`src/rtl/uart_pkg.sv`:
```
// Shared types and helpers for the UART transmit and receive paths.
package uart_pkg;

    typedef enum logic [2:0] {
        IDLE,
        START,
        DATA,
        PAR,
        STOP
    } tx_state_e;

    typedef enum logic [1:0] {
        PAR_NONE = 2'd0,
        PAR_ODD  = 2'd1,
        PAR_EVEN = 2'd2
    } parity_e;

    // Callers zero-extend narrower words; extra zeros do not change the XOR.
    function automatic logic parity_bit(input logic [7:0] data, input parity_e mode);
        logic x;
        x = ^data;
        case (mode)
            PAR_ODD:  return ~x;
            PAR_EVEN: return x;
            default:  return 1'b0;
        endcase
    endfunction

endpackage

```
`src/rtl/uart_baud_cnt.sv`:
```
// Bit-period counter: ticks on the last clk of each serial bit, realigned by clear.
module uart_baud_cnt #(
    parameter int CLKS_PER_BIT = 434
) (
    input  logic clk,
    input  logic rst_n,
    input  logic clear,
    output logic tick
);

    localparam int CNT_W = $clog2(CLKS_PER_BIT);
    localparam logic [CNT_W-1:0] LAST = CNT_W'(CLKS_PER_BIT - 1);

    logic [CNT_W-1:0] cnt_q;
    logic [CNT_W-1:0] cnt_d;

    always_comb begin
        cnt_d = cnt_q + CNT_W'(1);
        if (clear || (cnt_q == LAST)) begin
            cnt_d = '0;
        end
    end

    always_ff @(posedge clk) begin
        if (!rst_n) begin
            cnt_q <= '0;
        end else begin
            cnt_q <= cnt_d;
        end
    end

    assign tick = (cnt_q == LAST);

endmodule

```
`src/rtl/uart_tx_axis.sv`:
```
// UART transmitter fed by an AXI-stream slave, with CTS-gated acceptance.
module uart_tx_axis
    import uart_pkg::*;
#(
    parameter int CLKS_PER_BIT = 434,
    parameter int DATA_BITS    = 8,
    parameter int PARITY       = 0,
    parameter int STOP_BITS    = 1
) (
    input  logic                 clk,
    input  logic                 rst_n,
    input  logic [DATA_BITS-1:0] s_axis_tdata,
    input  logic                 s_axis_tvalid,
    output logic                 s_axis_tready,
    input  logic                 cts_n,
    output logic                 txd,
    output logic                 busy
);

    localparam int BIT_W = $clog2(DATA_BITS);
    localparam parity_e PAR_MODE = parity_e'(PARITY[1:0]);

    tx_state_e            state_q, state_d;
    logic [DATA_BITS-1:0] shift_q, shift_d;
    logic [BIT_W-1:0]     bit_idx_q, bit_idx_d;
    logic                 stop_idx_q, stop_idx_d;
    logic                 par_q, par_d;
    logic                 txd_q, txd_d;
    logic                 busy_q, busy_d;
    logic                 cts_meta_q, cts_s_q;
    logic                 accept;
    logic                 tick;

    assign s_axis_tready = (state_q == IDLE) && !cts_s_q;
    assign accept        = s_axis_tvalid && s_axis_tready;

    // Clearing on accept aligns the first bit period to the start bit.
    uart_baud_cnt #(
        .CLKS_PER_BIT(CLKS_PER_BIT)
    ) u_baud (
        .clk  (clk),
        .rst_n(rst_n),
        .clear(accept),
        .tick (tick)
    );

    always_comb begin
        state_d    = state_q;
        shift_d    = shift_q;
        bit_idx_d  = bit_idx_q;
        stop_idx_d = stop_idx_q;
        par_d      = par_q;
        case (state_q)
            IDLE: begin
                if (accept) begin
                    state_d    = START;
                    shift_d    = s_axis_tdata;
                    par_d      = parity_bit(8'(s_axis_tdata), PAR_MODE);
                    bit_idx_d  = '0;
                    stop_idx_d = 1'b0;
                end
            end
            START: begin
                if (tick) state_d = DATA;
            end
            DATA: begin
                if (tick) begin
                    if (bit_idx_q == BIT_W'(DATA_BITS - 1)) begin
                        state_d = (PAR_MODE != PAR_NONE) ? PAR : STOP;
                    end else begin
                        bit_idx_d = bit_idx_q + BIT_W'(1);
                        shift_d   = shift_q >> 1;
                    end
                end
            end
            PAR: begin
                if (tick) state_d = STOP;
            end
            STOP: begin
                if (tick) begin
                    if (int'(stop_idx_q) == STOP_BITS - 1) begin
                        state_d = IDLE;
                    end else begin
                        stop_idx_d = 1'b1;
                    end
                end
            end
            default: state_d = IDLE;
        endcase

        // txd is decoded from the next state so the pin itself is a flop.
        busy_d = (state_d != IDLE);
        case (state_d)
            START:   txd_d = 1'b0;
            DATA:    txd_d = shift_d[0];
            PAR:     txd_d = par_d;
            default: txd_d = 1'b1;
        endcase
    end

    always_ff @(posedge clk) begin
        if (!rst_n) begin
            state_q    <= IDLE;
            shift_q    <= '0;
            bit_idx_q  <= '0;
            stop_idx_q <= 1'b0;
            par_q      <= 1'b0;
            txd_q      <= 1'b1;
            busy_q     <= 1'b0;
            cts_meta_q <= 1'b1;
            cts_s_q    <= 1'b1;
        end else begin
            state_q    <= state_d;
            shift_q    <= shift_d;
            bit_idx_q  <= bit_idx_d;
            stop_idx_q <= stop_idx_d;
            par_q      <= par_d;
            txd_q      <= txd_d;
            busy_q     <= busy_d;
            cts_meta_q <= cts_n;
            cts_s_q    <= cts_meta_q;
        end
    end

    assign txd  = txd_q;
    assign busy = busy_q;

endmodule

```
`config.mk`:
```
export PLATFORM = sky130hd
export DESIGN_NAME = uart_tx_axis
export DESIGN_NICKNAME = d
export VERILOG_FILES = /design/src/rtl/uart_pkg.sv /design/src/rtl/uart_baud_cnt.sv /design/src/rtl/uart_tx_axis.sv
export SDC_FILE = /design/constraint.sdc
export NUM_CORES = 1
export LEC_CHECK = 0
export BUFFER_PORTS_ARGS = -buffer_cell sky130_fd_sc_hd__buf_4
export CORE_MARGIN = 2
export CORE_UTILIZATION = 48
export CTS_BUF_LIST = sky130_fd_sc_hd__clkbuf_16
export CTS_CLUSTER_SIZE = 14
export DETAILED_ROUTE_END_ITERATION = 10
export PLACE_DENSITY = 0.68
export SYNTH_ARGS = -nofsm -noshare
export SYNTH_HDL_FRONTEND = slang
export SYNTH_SLANG_ARGS = --single-unit
```
`constraint.sdc`:
```
create_clock -name clk -period 3.3 [get_ports clk]
set_input_delay 0.495 -clock clk [delete_from_list [all_inputs] [get_ports clk]]
set_output_delay 0.495 -clock clk [all_outputs]
set_load 0.005 [all_outputs]
```
==> results of run 1 <==
worst min-delay path by stage:
stage                                from                    end  slack (ns)  cells past startpoint
CTS                                 cts_n  cts_meta_q$_SDFF_PN1_        0.42                      2
global placement    cts_meta_q$_SDFF_PN1_     cts_s_q$_SDFF_PN1_        0.39                      1
global route                        cts_n  cts_meta_q$_SDFF_PN1_        0.43                      2
floorplan           cts_meta_q$_SDFF_PN1_     cts_s_q$_SDFF_PN1_        0.39                      1
finish              cts_meta_q$_SDFF_PN1_     cts_s_q$_SDFF_PN1_        0.41                      1
detailed placement  cts_meta_q$_SDFF_PN1_     cts_s_q$_SDFF_PN1_        0.41                      1
metrics by stage:
stage / setup slack (ns) / instances / util [%]
floorplan: 1.46 / 133 / -
global placement: 1.35 / 172 / 54.2
detailed placement: 1.31 / 172 / 54.2
CTS: 1.31 / 175 / 57.3
global route: 1.16 / 175 / 57.3
finish: 1.32 / 175 / 57.3
area by class of cell:
cell class / count / area [um2]
tap: 30 / 37.5
inverter: 4 / 15.0
multi-input combinational: 96 / 613
clock buffer: 3 / 75.1
fill: 230 / 1050
timing repair buffer: 14 / 105
sequential: 28 / 561
cell usage in the layout (no fill, tap or decap), types with 3 or more instances in the layout:
cell type	synthesis	layout
inv_1	3	3
a21oi_1	4	4
clkbuf_16	0	3
a222oi_1	6	6
nor2_1	30	30
and3_1	3	3
dfxtp_1	28	28
nor3_1	6	6
nand3_1	4	4
buf_4	0	14
xor2_1	3	3
ha_1	4	4
xnor2_1	3	3
nand2_1	11	11
per-layer routing:
layer | part of all wire (%) | wire length [um] | GRT usage (%) | vias to the layer above
li1 | - | - | - | 503
met1 | 45 | 1010 | 23.2 | 458
met2 | 47 | 1050 | 24.8 | 26
met3 | 6.4 | 143 | 3.28 | 4
met4 | 1.5 | 34 | 8.75 | 0
met5 | 0 | 0 | 0 | -
sequential cells by signal, summed over array words and instances, names as in the netlist:
signal	cells
bit_idx_q	3
busy	1
cts_meta_q	1
cts_s_q	1
par_q	1
shift_q	8
state_q	3
txd	1
u_baud.cnt_q	9
kinds of logic after synthesis:
kind of cell,after synthesis
AOI/OAI and AO/OA,22
adders and majority gates,4
buffers and inverters,9
DFF,28
and+or+nand+nor,64
xor gates and xnor gates,6
where the power goes:
| part | switching [mW] | internal, mW | leakage, nW |
|---|---|---|---|
| combinational | 0.0175 | 0.0196 | 0.301 |
| clock | 0.0997 | 0.160 | 0.0370 |
| sequential | 0.00542 | 0.346 | 0.227 |
critical path: stages, from the launching register on:
cell and delay, ns:
dfxtp_1 0.33, ha_1 0.20, ha_1 0.21, o311ai_0 0.34, o31ai_1 0.16, a2111o_1 0.30
a221o_1 0.32
==> impl_metrics.xml, run 1 <==
<?xml version="1.0" encoding="UTF-8"?>
<metrics>
  <group name="drt">
    <metric name="drc_errors" unit="">0</metric>
    <metric name="avgRoutedWirePerCell" unit="um">12.8</metric>
    <metric name="routed-via-count" unit="">991</metric>
    <metric name="via_per_inst" unit="">5.66</metric>
    <metric name="drt-initial-drc-count" unit="">35</metric>
    <metric name="wl" unit="mm">2.24</metric>
    <metric name="first_pass_iters" unit="">4</metric>
    <metric name="detail-route-antenna-nets" unit="">0</metric>
  </group>
  <group name="clock_network">
    <metric name="clk_pin_slew" unit="ns">0.06</metric>
    <metric name="clock_sinks" unit="">28</metric>
    <metric name="numCtsBuffers" unit="">3</metric>
    <metric name="clkLatencyLatePin" unit="ns">0.25</metric>
    <metric name="cts_repair_resized_insts" unit="">0</metric>
    <metric name="htree_levels" unit="">1</metric>
    <metric name="post_cts_buffers" unit="">0</metric>
    <metric name="cts.root.buffer_cell" unit="">clkbuf_16</metric>
    <metric name="ctsHoldBuffers" unit="">0</metric>
    <metric name="clock_path_buffers" unit="">2</metric>
    <metric name="clock_tree_from_tritoncts" unit="">yes</metric>
  </group>
  <group name="timing">
    <metric name="tns" unit="ns">0</metric>
    <metric name="worst_slew_pin_slew" unit="ns">0.584</metric>
    <metric name="maxSlewViolCount" unit="">0</metric>
    <metric name="timing.slew.headroom" unit="%">61.1</metric>
    <metric name="finalSetupViolCount" unit="">0</metric>
    <metric name="final.period_utilization" unit="%">59.9</metric>
    <metric name="final_critical_path_time_including_i_o_delays_and_setup" unit="ns">1.98</metric>
    <metric name="setup_repair_after_global_routing_missed_its_margin" unit="">false</metric>
    <metric name="achievable-frequency" unit="MHz">506</metric>
    <metric name="final_hold_viol_count" unit="">0</metric>
    <metric name="hold-worst-slack" unit="ns">0.412</metric>
    <metric name="timing.clock.skew" unit="ns">0.00133</metric>
  </group>
  <group name="setup_path">
    <metric name="reg2reg_depth" unit="">6</metric>
    <metric name="timing.critical_path.arrival" unit="ns">2.12</metric>
    <metric name="critical_path.endpoint_type" unit="">register</metric>
    <metric name="rr_startpoint" unit="">bit_idx_q[0]$_SDFFE_PN0P_</metric>
    <metric name="reg2reg_slack" unit="ns">1.32</metric>
    <metric name="timing.critical_path.required" unit="ns">3.44</metric>
    <metric name="critical_path_end" unit="">txd$_SDFF_PN1_</metric>
    <metric name="critical_path.startpoint_type" unit="">register</metric>
    <metric name="timing.critical_path.from" unit="">bit_idx_q[0]$_SDFFE_PN0P_</metric>
    <metric name="worst-path-max-fanout" unit="">4</metric>
    <metric name="regToRegEndpoint" unit="">txd$_SDFF_PN1_</metric>
    <metric name="timing.setup.critical_path_class" unit="">register to register</metric>
  </group>
  <group name="placed_design">
    <metric name="dpl_cell_area" unit="mm2">0.00133</metric>
    <metric name="post-dp-hpwl" unit="mm">1.63</metric>
    <metric name="numPortBuffers" unit="">14</metric>
    <metric name="finalWeightedCongestion" unit="">0.778</metric>
  </group>
  <group name="yosys">
    <metric name="yosys-top-cells-area" unit="">dfxtp_1 (45%), nor2_1 (9.1%), a222oi_1 (4.9%), ha_1 (4.1%), nand2_1 (3.3%)</metric>
    <metric name="ys_top_cells_by_count" unit="">nor2_1 (30), dfxtp_1 (28), nand2_1 (11)</metric>
    <metric name="synth.distinct_cells" unit="">36</metric>
    <metric name="synth.largest_area_cell" unit="">dfxtp_1</metric>
    <metric name="synthCells" unit="">133</metric>
    <metric name="synth_compound_gate_area_share" unit="%">14.7</metric>
    <metric name="synth_top_family_by_area" unit="">simple AND/OR/NAND/NOR gates</metric>
    <metric name="post_synthesis_share_of_cell_area_spent_on_full_adders_half_adders_and_majority_gates" unit="%">4.05</metric>
    <metric name="asyncSetResetFlopFracSynth" unit="%">0</metric>
    <metric name="yosys.area_share.simple" unit="%">26.6</metric>
    <metric name="post-synth-top-area-fraction" unit="%">45.4</metric>
    <metric name="post_synth_instance_area" unit="mm2">0.00123</metric>
    <metric name="synthMostInstantiatedCell" unit="">nor2_1</metric>
    <metric name="syn-mean-instance-area" unit="um2">9.29</metric>
    <metric name="synth_fp_nets" unit="">149</metric>
    <metric name="synth.ff_latch_count" unit="">28</metric>
    <metric name="ys.flop_type" unit="">dfxtp_1</metric>
    <metric name="synth_xor_area_share" unit="%">4.26</metric>
    <metric name="synth_enable_flop_cells" unit="">0</metric>
    <metric name="synthesis.yosys.warnings" unit="">0</metric>
    <metric name="post_synth_mux_area_share" unit="%">0</metric>
    <metric name="part_of_the_yosys_area_used_for_sequential_elements" unit="%">45.4</metric>
  </group>
  <group name="final_layout">
    <metric name="drive_above_1_share" unit="%">15.9</metric>
    <metric name="antenna_cells_inserted" unit="">0</metric>
    <metric name="number_of_nets_in_the_layout" unit="">163</metric>
    <metric name="flow.area_growth_from_synthesis" unit="%">13.9</metric>
    <metric name="fin_area" unit="mm2">0.00141</metric>
  </group>
  <group name="global_route">
    <metric name="antenna_found_initial" unit="">0</metric>
    <metric name="grt_pass1_wl" unit="mm">3.59</metric>
    <metric name="grt_usage" unit="%">16.9</metric>
    <metric name="overflow" unit="">0</metric>
    <metric name="pin_count_of_the_biggest_net_entering_global_routing" unit="">18</metric>
    <metric name="via_count_of_the_first_global_routing_pass" unit="">824</metric>
  </group>
  <group name="floorplanning">
    <metric name="fp.coreArea" unit="mm2">0.00245</metric>
    <metric name="die_width" unit="um">54.7</metric>
    <metric name="design.portCount" unit="">15</metric>
    <metric name="die-area" unit="mm2">0.00299</metric>
    <metric name="initial_utilization" unit="%">50.3</metric>
    <metric name="die_height" unit="um">54.7</metric>
    <metric name="row_count" unit="">18</metric>
  </group>
  <group name="worst_hold_path">
    <metric name="min-delay-path-class" unit="">register to register</metric>
  </group>
  <group name="flow_run">
    <metric name="drv_cap" unit="">0</metric>
  </group>
  <group name="power_and_ir_drop">
    <metric name="vdd.ir_drop.worst" unit="mV">0.286</metric>
    <metric name="power_per_cell_area" unit="mW/mm2">461</metric>
    <metric name="finalPower" unit="uW">648</metric>
    <metric name="total_leakage_power" unit="nW">0.565</metric>
  </group>
  <group name="outcome">
    <metric name="outcome" unit="">finished clean</metric>
  </group>
</metrics>
No activity file was read; power rests on OpenSTA's default activity.
==> run 2: changes to the inputs <==
Clock period 3.3 ns to 1.9 ns, I/O delays scaled along.
==> impl_metrics.xml, run 2 (synthesized netlist as in run 1, its figures left out) <==
<?xml version="1.0" encoding="UTF-8"?>
<metrics>
  <group name="final_layout">
    <metric name="multi_input_comb_area" unit="um2">681</metric>
    <metric name="antenna_cells_inserted" unit="">0</metric>
    <metric name="number_of_nets_in_the_layout" unit="">174</metric>
    <metric name="largest_register" unit="">u_baud.cnt_q</metric>
    <metric name="largest_register_ffs" unit="">9</metric>
    <metric name="flow.area_growth_from_synthesis" unit="%">26.0</metric>
    <metric name="layout_commonest_cell" unit="">nor2_1</metric>
    <metric name="final_cell_mix" unit="">nor2_1 (29), dfxtp_1 (28), buf_4 (25)</metric>
    <metric name="register_area" unit="um2">561</metric>
    <metric name="drive_above_1_share" unit="%">28.8</metric>
    <metric name="largest_registers" unit="">u_baud.cnt_q x9, shift_q x8</metric>
    <metric name="num-fill-cells" unit="">205</metric>
  </group>
  <group name="placed_design">
    <metric name="post-dp-hpwl" unit="mm">1.74</metric>
    <metric name="finalWeightedCongestion" unit="">0.786</metric>
    <metric name="numPortBuffers" unit="">14</metric>
    <metric name="place_ws" unit="ns">-0.0334</metric>
  </group>
  <group name="setup_path">
    <metric name="worst-path-max-fanout" unit="">4</metric>
    <metric name="critical_path.startpoint_type" unit="">register</metric>
    <metric name="critical_path.endpoint_type" unit="">register</metric>
    <metric name="timing.setup.critical_path_class" unit="">register to register</metric>
    <metric name="timing.critical_path.required" unit="ns">2.05</metric>
    <metric name="reg2reg_slack" unit="ns">0.04</metric>
    <metric name="reg2reg_depth" unit="">6</metric>
    <metric name="timing.critical_path.arrival" unit="ns">2.00</metric>
    <metric name="regToRegEndpoint" unit="">txd$_SDFF_PN1_</metric>
    <metric name="rr_startpoint" unit="">u_baud.cnt_q[0]$_SDFF_PP0_</metric>
  </group>
  <group name="power_and_ir_drop">
    <metric name="vdd.ir_drop.worst" unit="mV">0.536</metric>
    <metric name="finalPower" unit="mW">1.15</metric>
    <metric name="total_leakage_power" unit="nW">0.638</metric>
    <metric name="power_per_cell_area" unit="mW/mm2">739</metric>
  </group>
  <group name="floorplanning">
    <metric name="die_height" unit="um">54.7</metric>
    <metric name="initial_utilization" unit="%">50.3</metric>
    <metric name="fp.coreArea" unit="mm2">0.00245</metric>
    <metric name="row_count" unit="">18</metric>
    <metric name="die-area" unit="mm2">0.00299</metric>
    <metric name="design.portCount" unit="">15</metric>
    <metric name="die_width" unit="um">54.7</metric>
  </group>
  <group name="worst_hold_path">
    <metric name="min-delay-path-class" unit="">primary input to register</metric>
    <metric name="hold_path_endpoint" unit="">cts_meta_q$_SDFF_PN1_</metric>
    <metric name="worstHoldPathCells" unit="">2</metric>
    <metric name="hold_start" unit="">cts_n</metric>
  </group>
  <group name="global_route">
    <metric name="grt_pass1_wl" unit="mm">3.75</metric>
    <metric name="pin_count_of_the_biggest_net_entering_global_routing" unit="">15</metric>
    <metric name="grt_usage" unit="%">17.8</metric>
    <metric name="antenna_found_initial" unit="">0</metric>
    <metric name="via_count_of_the_first_global_routing_pass" unit="">895</metric>
    <metric name="overflow" unit="">0</metric>
  </group>
  <group name="timing">
    <metric name="final_hold_viol_count" unit="">0</metric>
    <metric name="finalSetupViolCount" unit="">0</metric>
    <metric name="maxSlewViolCount" unit="">0</metric>
    <metric name="final.period_utilization" unit="%">97.7</metric>
    <metric name="worst_slew_pin_slew" unit="ns">0.386</metric>
    <metric name="final_critical_path_time_including_i_o_delays_and_setup" unit="ns">1.86</metric>
    <metric name="worst_slack_setup_final" unit="ns">0.0438</metric>
    <metric name="timing.slew.headroom" unit="%">74.2</metric>
    <metric name="timing.clock.skew" unit="ns">0.00238</metric>
    <metric name="achievable-frequency" unit="MHz">539</metric>
  </group>
  <group name="drt">
    <metric name="detail-route-antenna-nets" unit="">0</metric>
    <metric name="drc_errors" unit="">0</metric>
    <metric name="drt-initial-drc-count" unit="">35</metric>
    <metric name="routed-via-count" unit="">1021</metric>
    <metric name="wl" unit="mm">2.44</metric>
    <metric name="via_per_inst" unit="">5.49</metric>
    <metric name="avgRoutedWirePerCell" unit="um">13.1</metric>
    <metric name="first_pass_iters" unit="">4</metric>
  </group>
  <group name="clock_network">
    <metric name="htree_levels" unit="">1</metric>
    <metric name="clock_sinks" unit="">28</metric>
    <metric name="clock_tree_from_tritoncts" unit="">yes</metric>
    <metric name="ctsHoldBuffers" unit="">0</metric>
    <metric name="numCtsBuffers" unit="">3</metric>
    <metric name="clock_path_buffers" unit="">2</metric>
    <metric name="cts.root.buffer_cell" unit="">clkbuf_16</metric>
    <metric name="clkLatencyLatePin" unit="ns">0.26</metric>
    <metric name="clk_pin_slew" unit="ns">0.06</metric>
  </group>
  <group name="flow_run">
    <metric name="drv_cap" unit="">0</metric>
  </group>
  <group name="outcome">
    <metric name="outcome" unit="">finished clean</metric>
  </group>
</metrics>
==> run 2: timing repair <==
item | 4_1_cts | 5_1_grt
setup buffers | 0 | 1
pin swaps | 0 | 4
gates resized for setup | 3 | 13
endpoints found under the setup margin | 4 | 8
cloned | 0 | 0
==> run 2: layout make-up <==
cell class | count | share of cell area [%]
inverters | 4 | 0.965
flip-flops and latches | 28 | 36.0
repair buffers | 25 | 12.1
well taps | 30 | 2.41
multi-input cells | 96 | 43.7
clock buffers | 3 | 4.82
==> run 2: critical path: stages (launching register included) <==
cell and delay (ns):
dfxtp_1 0.37, ha_4 0.16, nand4b_4 0.13, o311ai_4 0.33
o31ai_2 0.12, a2111o_1 0.31, a221o_1 0.32
==> run 2: worst max path at each step <==
stage | slack (ns) | to | depth (start not counted) | start
final | 0.04 | txd$_SDFF_PN1_ | 6 | u_baud.cnt_q[0]$_SDFF_PP0_
after global routing | -0.02 | txd$_SDFF_PN1_ | 6 | u_baud.cnt_q[0]$_SDFF_PP0_
after CTS | 0.003 | shift_q[5]$_SDFFE_PN0P_ | 8 | bit_idx_q[0]$_SDFFE_PN0P_
after detailed placement | -0.03 | shift_q[5]$_SDFFE_PN0P_ | 7 | u_baud.cnt_q[1]$_SDFF_PP0_
after global placement | 0.03 | txd$_SDFF_PN1_ | 6 | bit_idx_q[0]$_SDFFE_PN0P_
after floorplan | 0.06 | txd$_SDFF_PN1_ | 6 | bit_idx_q[0]$_SDFFE_PN0P_
==> run 2: where the power goes <==
part / leakage (nW) / total (mW) / internal (mW) / switching [mW]
Sequential: 0.227 / 0.610 / 0.601 / 0.00968
Combinational: 0.374 / 0.0790 / 0.0438 / 0.0352
Clock: 0.0370 / 0.461 / 0.279 / 0.182
Total: 0.638 / 1.15 / 0.923 / 0.227
==> run 2: layer usage <==
layer  GRT usage, %  part of all wire [%]
met3           4.92                   4.1
met1           21.8                    46
met4           7.50                   1.4
met5              0                     0
met2           29.2                    49
==> run 2: stage by stage <==
stage | utilization [%] | hold WS, ns | instance area (um2) | std cells | setup TNS, ns
global placement | 57.3 | 0.399 | 1410 | 182 | 0
floorplan | - | 0.358 | 1230 | 133 | 0
global route | 63.4 | 0.217 | 1560 | 186 | -0.0225
finish | 63.4 | 0.215 | 1560 | 186 | 0
detailed placement | 57.3 | 0.413 | 1410 | 182 | -0.0644
CTS | 60.5 | 0.222 | 1490 | 185 | 0
==> run 3: changes to the inputs <==
--- a/config.mk
+++ b/config.mk
@@ -8,9 +8,9 @@
 export BUFFER_PORTS_ARGS = -buffer_cell sky130_fd_sc_hd__buf_4
 export CORE_MARGIN = 2
-export CORE_UTILIZATION = 48
+export CORE_UTILIZATION = 55
 export CTS_BUF_LIST = sky130_fd_sc_hd__clkbuf_16
 export CTS_CLUSTER_SIZE = 14
 export DETAILED_ROUTE_END_ITERATION = 10
-export PLACE_DENSITY = 0.68
+export PLACE_DENSITY = 0.76
 export SYNTH_ARGS = -nofsm -noshare
 export SYNTH_HDL_FRONTEND = slang
==> constraint.sdc (replaced) <==
create_clock -name clk -period 1.9 [get_ports clk]
set_input_delay 0.285 -clock clk [delete_from_list [all_inputs] [get_ports clk]]
set_output_delay 0.285 -clock clk [all_outputs]
set_load 0.05 [all_outputs]
==> impl_metrics.xml, run 3 (synthesized netlist as in run 1, its figures left out) <==
<?xml version="1.0" encoding="UTF-8"?>
<metrics>
  <group name="placed_design">
    <metric name="numPortBuffers" unit="">14</metric>
    <metric name="finalWeightedCongestion" unit="">0.921</metric>
    <metric name="post-dp-hpwl" unit="mm">2.02</metric>
    <metric name="place_ws" unit="ns">-0.0524</metric>
    <metric name="dp.cells" unit="">180</metric>
    <metric name="dpl_cell_area" unit="mm2">0.00141</metric>
  </group>
  <group name="drt">
    <metric name="wl" unit="mm">2.69</metric>
    <metric name="via_per_inst" unit="">5.84</metric>
    <metric name="routed-via-count" unit="">1080</metric>
    <metric name="drc_errors" unit="">0</metric>
    <metric name="first_pass_iters" unit="">4</metric>
    <metric name="avgRoutedWirePerCell" unit="um">14.5</metric>
    <metric name="drt-initial-drc-count" unit="">48</metric>
    <metric name="detail-route-antenna-nets" unit="">0</metric>
  </group>
  <group name="floorplanning">
    <metric name="design.portCount" unit="">15</metric>
    <metric name="die_height" unit="um">51.4</metric>
    <metric name="die_width" unit="um">51.4</metric>
    <metric name="die-area" unit="mm2">0.00264</metric>
    <metric name="fp.coreArea" unit="mm2">0.00217</metric>
    <metric name="initial_utilization" unit="%">56.9</metric>
    <metric name="row_count" unit="">17</metric>
  </group>
  <group name="setup_path">
    <metric name="timing.critical_path.arrival" unit="ns">1.96</metric>
    <metric name="timing.setup.critical_path_class" unit="">register to register</metric>
    <metric name="reg2reg_slack" unit="ns">0.08</metric>
    <metric name="highest_cell_delay_on_the_worst_timing_path" unit="ns">0.39</metric>
    <metric name="critical_path.startpoint_type" unit="">register</metric>
    <metric name="critical_path.endpoint_type" unit="">register</metric>
    <metric name="worst-path-max-fanout" unit="">6</metric>
    <metric name="cp_cell_sequence" unit="">ha_4 &gt; nand4b_4 &gt; or2_4 &gt; o32a_2 &gt; a221o_1</metric>
    <metric name="cp_slowest_cell" unit="">o32a_2</metric>
    <metric name="reg2reg_depth" unit="">5</metric>
    <metric name="timing.critical_path.required" unit="ns">2.05</metric>
  </group>
  <group name="final_layout">
    <metric name="multi_input_comb_area" unit="um2">667</metric>
    <metric name="antenna_cells_inserted" unit="">0</metric>
    <metric name="num-fill-cells" unit="">183</metric>
    <metric name="largest_registers" unit="">u_baud.cnt_q x9, shift_q x8</metric>
    <metric name="final_cell_mix" unit="">nor2_1 (30), dfxtp_1 (25), buf_4 (25)</metric>
    <metric name="register_area" unit="um2">564</metric>
    <metric name="finish.cell_count_without_fillers" unit="">185</metric>
    <metric name="drive_above_1_share" unit="%">28.7</metric>
    <metric name="fin_area" unit="mm2">0.00155</metric>
    <metric name="largest_register_ffs" unit="">9</metric>
    <metric name="number_of_nets_in_the_layout" unit="">174</metric>
    <metric name="flow.area_growth_from_synthesis" unit="%">25.3</metric>
    <metric name="largest_register" unit="">u_baud.cnt_q</metric>
    <metric name="layout_commonest_cell" unit="">nor2_1</metric>
  </group>
  <group name="flow_run">
    <metric name="drv_cap" unit="">0</metric>
  </group>
  <group name="timing">
    <metric name="worst_slew_pin_slew" unit="ns">0.395</metric>
    <metric name="tns" unit="ns">0</metric>
    <metric name="final_critical_path_time_including_i_o_delays_and_setup" unit="ns">1.82</metric>
    <metric name="finalSetupViolCount" unit="">0</metric>
    <metric name="maxSlewViolCount" unit="">0</metric>
    <metric name="final.period_utilization" unit="%">95.6</metric>
    <metric name="worst_slack_setup_final" unit="ns">0.0845</metric>
    <metric name="timing.slew.headroom" unit="%">73.6</metric>
    <metric name="timing.clock.skew" unit="ns">0.00196</metric>
    <metric name="achievable-frequency" unit="MHz">551</metric>
    <metric name="final_hold_viol_count" unit="">0</metric>
  </group>
  <group name="global_route">
    <metric name="grt_usage" unit="%">23.7</metric>
    <metric name="pin_count_of_the_biggest_net_entering_global_routing" unit="">16</metric>
    <metric name="grt_pass1_wl" unit="mm">4.65</metric>
    <metric name="overflow" unit="">0</metric>
    <metric name="via_count_of_the_first_global_routing_pass" unit="">1108</metric>
    <metric name="antenna_found_initial" unit="">0</metric>
  </group>
  <group name="clock_network">
    <metric name="clock_tree_from_tritoncts" unit="">yes</metric>
    <metric name="htree_levels" unit="">1</metric>
    <metric name="clock_path_buffers" unit="">2</metric>
    <metric name="clk_pin_slew" unit="ns">0.06</metric>
    <metric name="cts.root.buffer_cell" unit="">clkbuf_16</metric>
    <metric name="ctsHoldBuffers" unit="">0</metric>
    <metric name="clock_sinks" unit="">28</metric>
    <metric name="clkLatencyLatePin" unit="ns">0.26</metric>
    <metric name="numCtsBuffers" unit="">3</metric>
  </group>
  <group name="outcome">
    <metric name="outcome" unit="">finished clean</metric>
  </group>
  <group name="worst_hold_path">
    <metric name="worstHoldPathCells" unit="">2</metric>
    <metric name="min-delay-path-class" unit="">primary input to register</metric>
  </group>
  <group name="power_and_ir_drop">
    <metric name="power_per_cell_area" unit="mW/mm2">755</metric>
    <metric name="vdd.ir_drop.worst" unit="mV">0.676</metric>
    <metric name="total_leakage_power" unit="nW">0.638</metric>
  </group>
</metrics>
-- run 3: final cells by class --
type                       instances  share of cell area, %
sequential                        28                   36.5
multi-input combinational         96                   43.1
clock buffer                       3                   4.85
clock inverter                     1                  0.243
tap                               28                   2.26
inverter                           4                  0.970
timing repair buffer              25                   12.1
-- run 3: metal layers --
layer	track usage [%]	wire, um	vias up
met1	24.8	1110	522
met4	13.2	51	0
met3	4.39	76	6
met5	0	0	-
li1	-	-	528
met2	43.8	1450	24
-- run 3: worst paths after layout --
| kind | from | to |
|---|---|---|
| max | u_baud.cnt_q[0]$_SDFF_PP0_ | txd$_SDFF_PN1_ |
| min | cts_n | cts_meta_q$_SDFF_PN1_ |
| max reg2reg | u_baud.cnt_q[0]$_SDFF_PP0_ | txd$_SDFF_PN1_ |
| min reg2reg | cts_meta_q$_SDFF_PN1_ | cts_s_q$_SDFF_PN1_ |
-- run 3: power breakdown --
part	switching (mW)	internal [mW]
Clock	0.185	0.282
Sequential	0.0108	0.601
Combinational	0.0446	0.0450
Total	0.241	0.928
-- run 3: through the flow --
step / total power, mW / hold slack (ns) / utilization [%]
after floorplan: 0.671 / 0.358 / -
after global placement: 0.702 / 0.397 / 65.2
after detailed placement: 0.707 / 0.397 / 65.2
after CTS: 1.17 / 0.211 / 69.4
after global routing: 1.21 / 0.215 / 71.3
final: 1.17 / 0.211 / 71.3
-- run 3: timing repair --
action                                 in CTS  in global routing
setup endpoints to repair                   3                  7
buffers inserted                            0                  1
pin swaps                                   1                  6
endpoints found under the hold margin       0                  0
resized for setup                           5                  9
-- run 3: critical path: cells and delay by family, from the launching register on --
| family | cells | cell delay (ns) |
|---|---|---|
| AO/OA/AOI/OAI | 2 | 0.73 |
| adder cells (fa/ha/maj) | 1 | 0.16 |
| flip-flops | 1 | 0.38 |
| AND/OR/NAND/NOR | 2 | 0.43 |
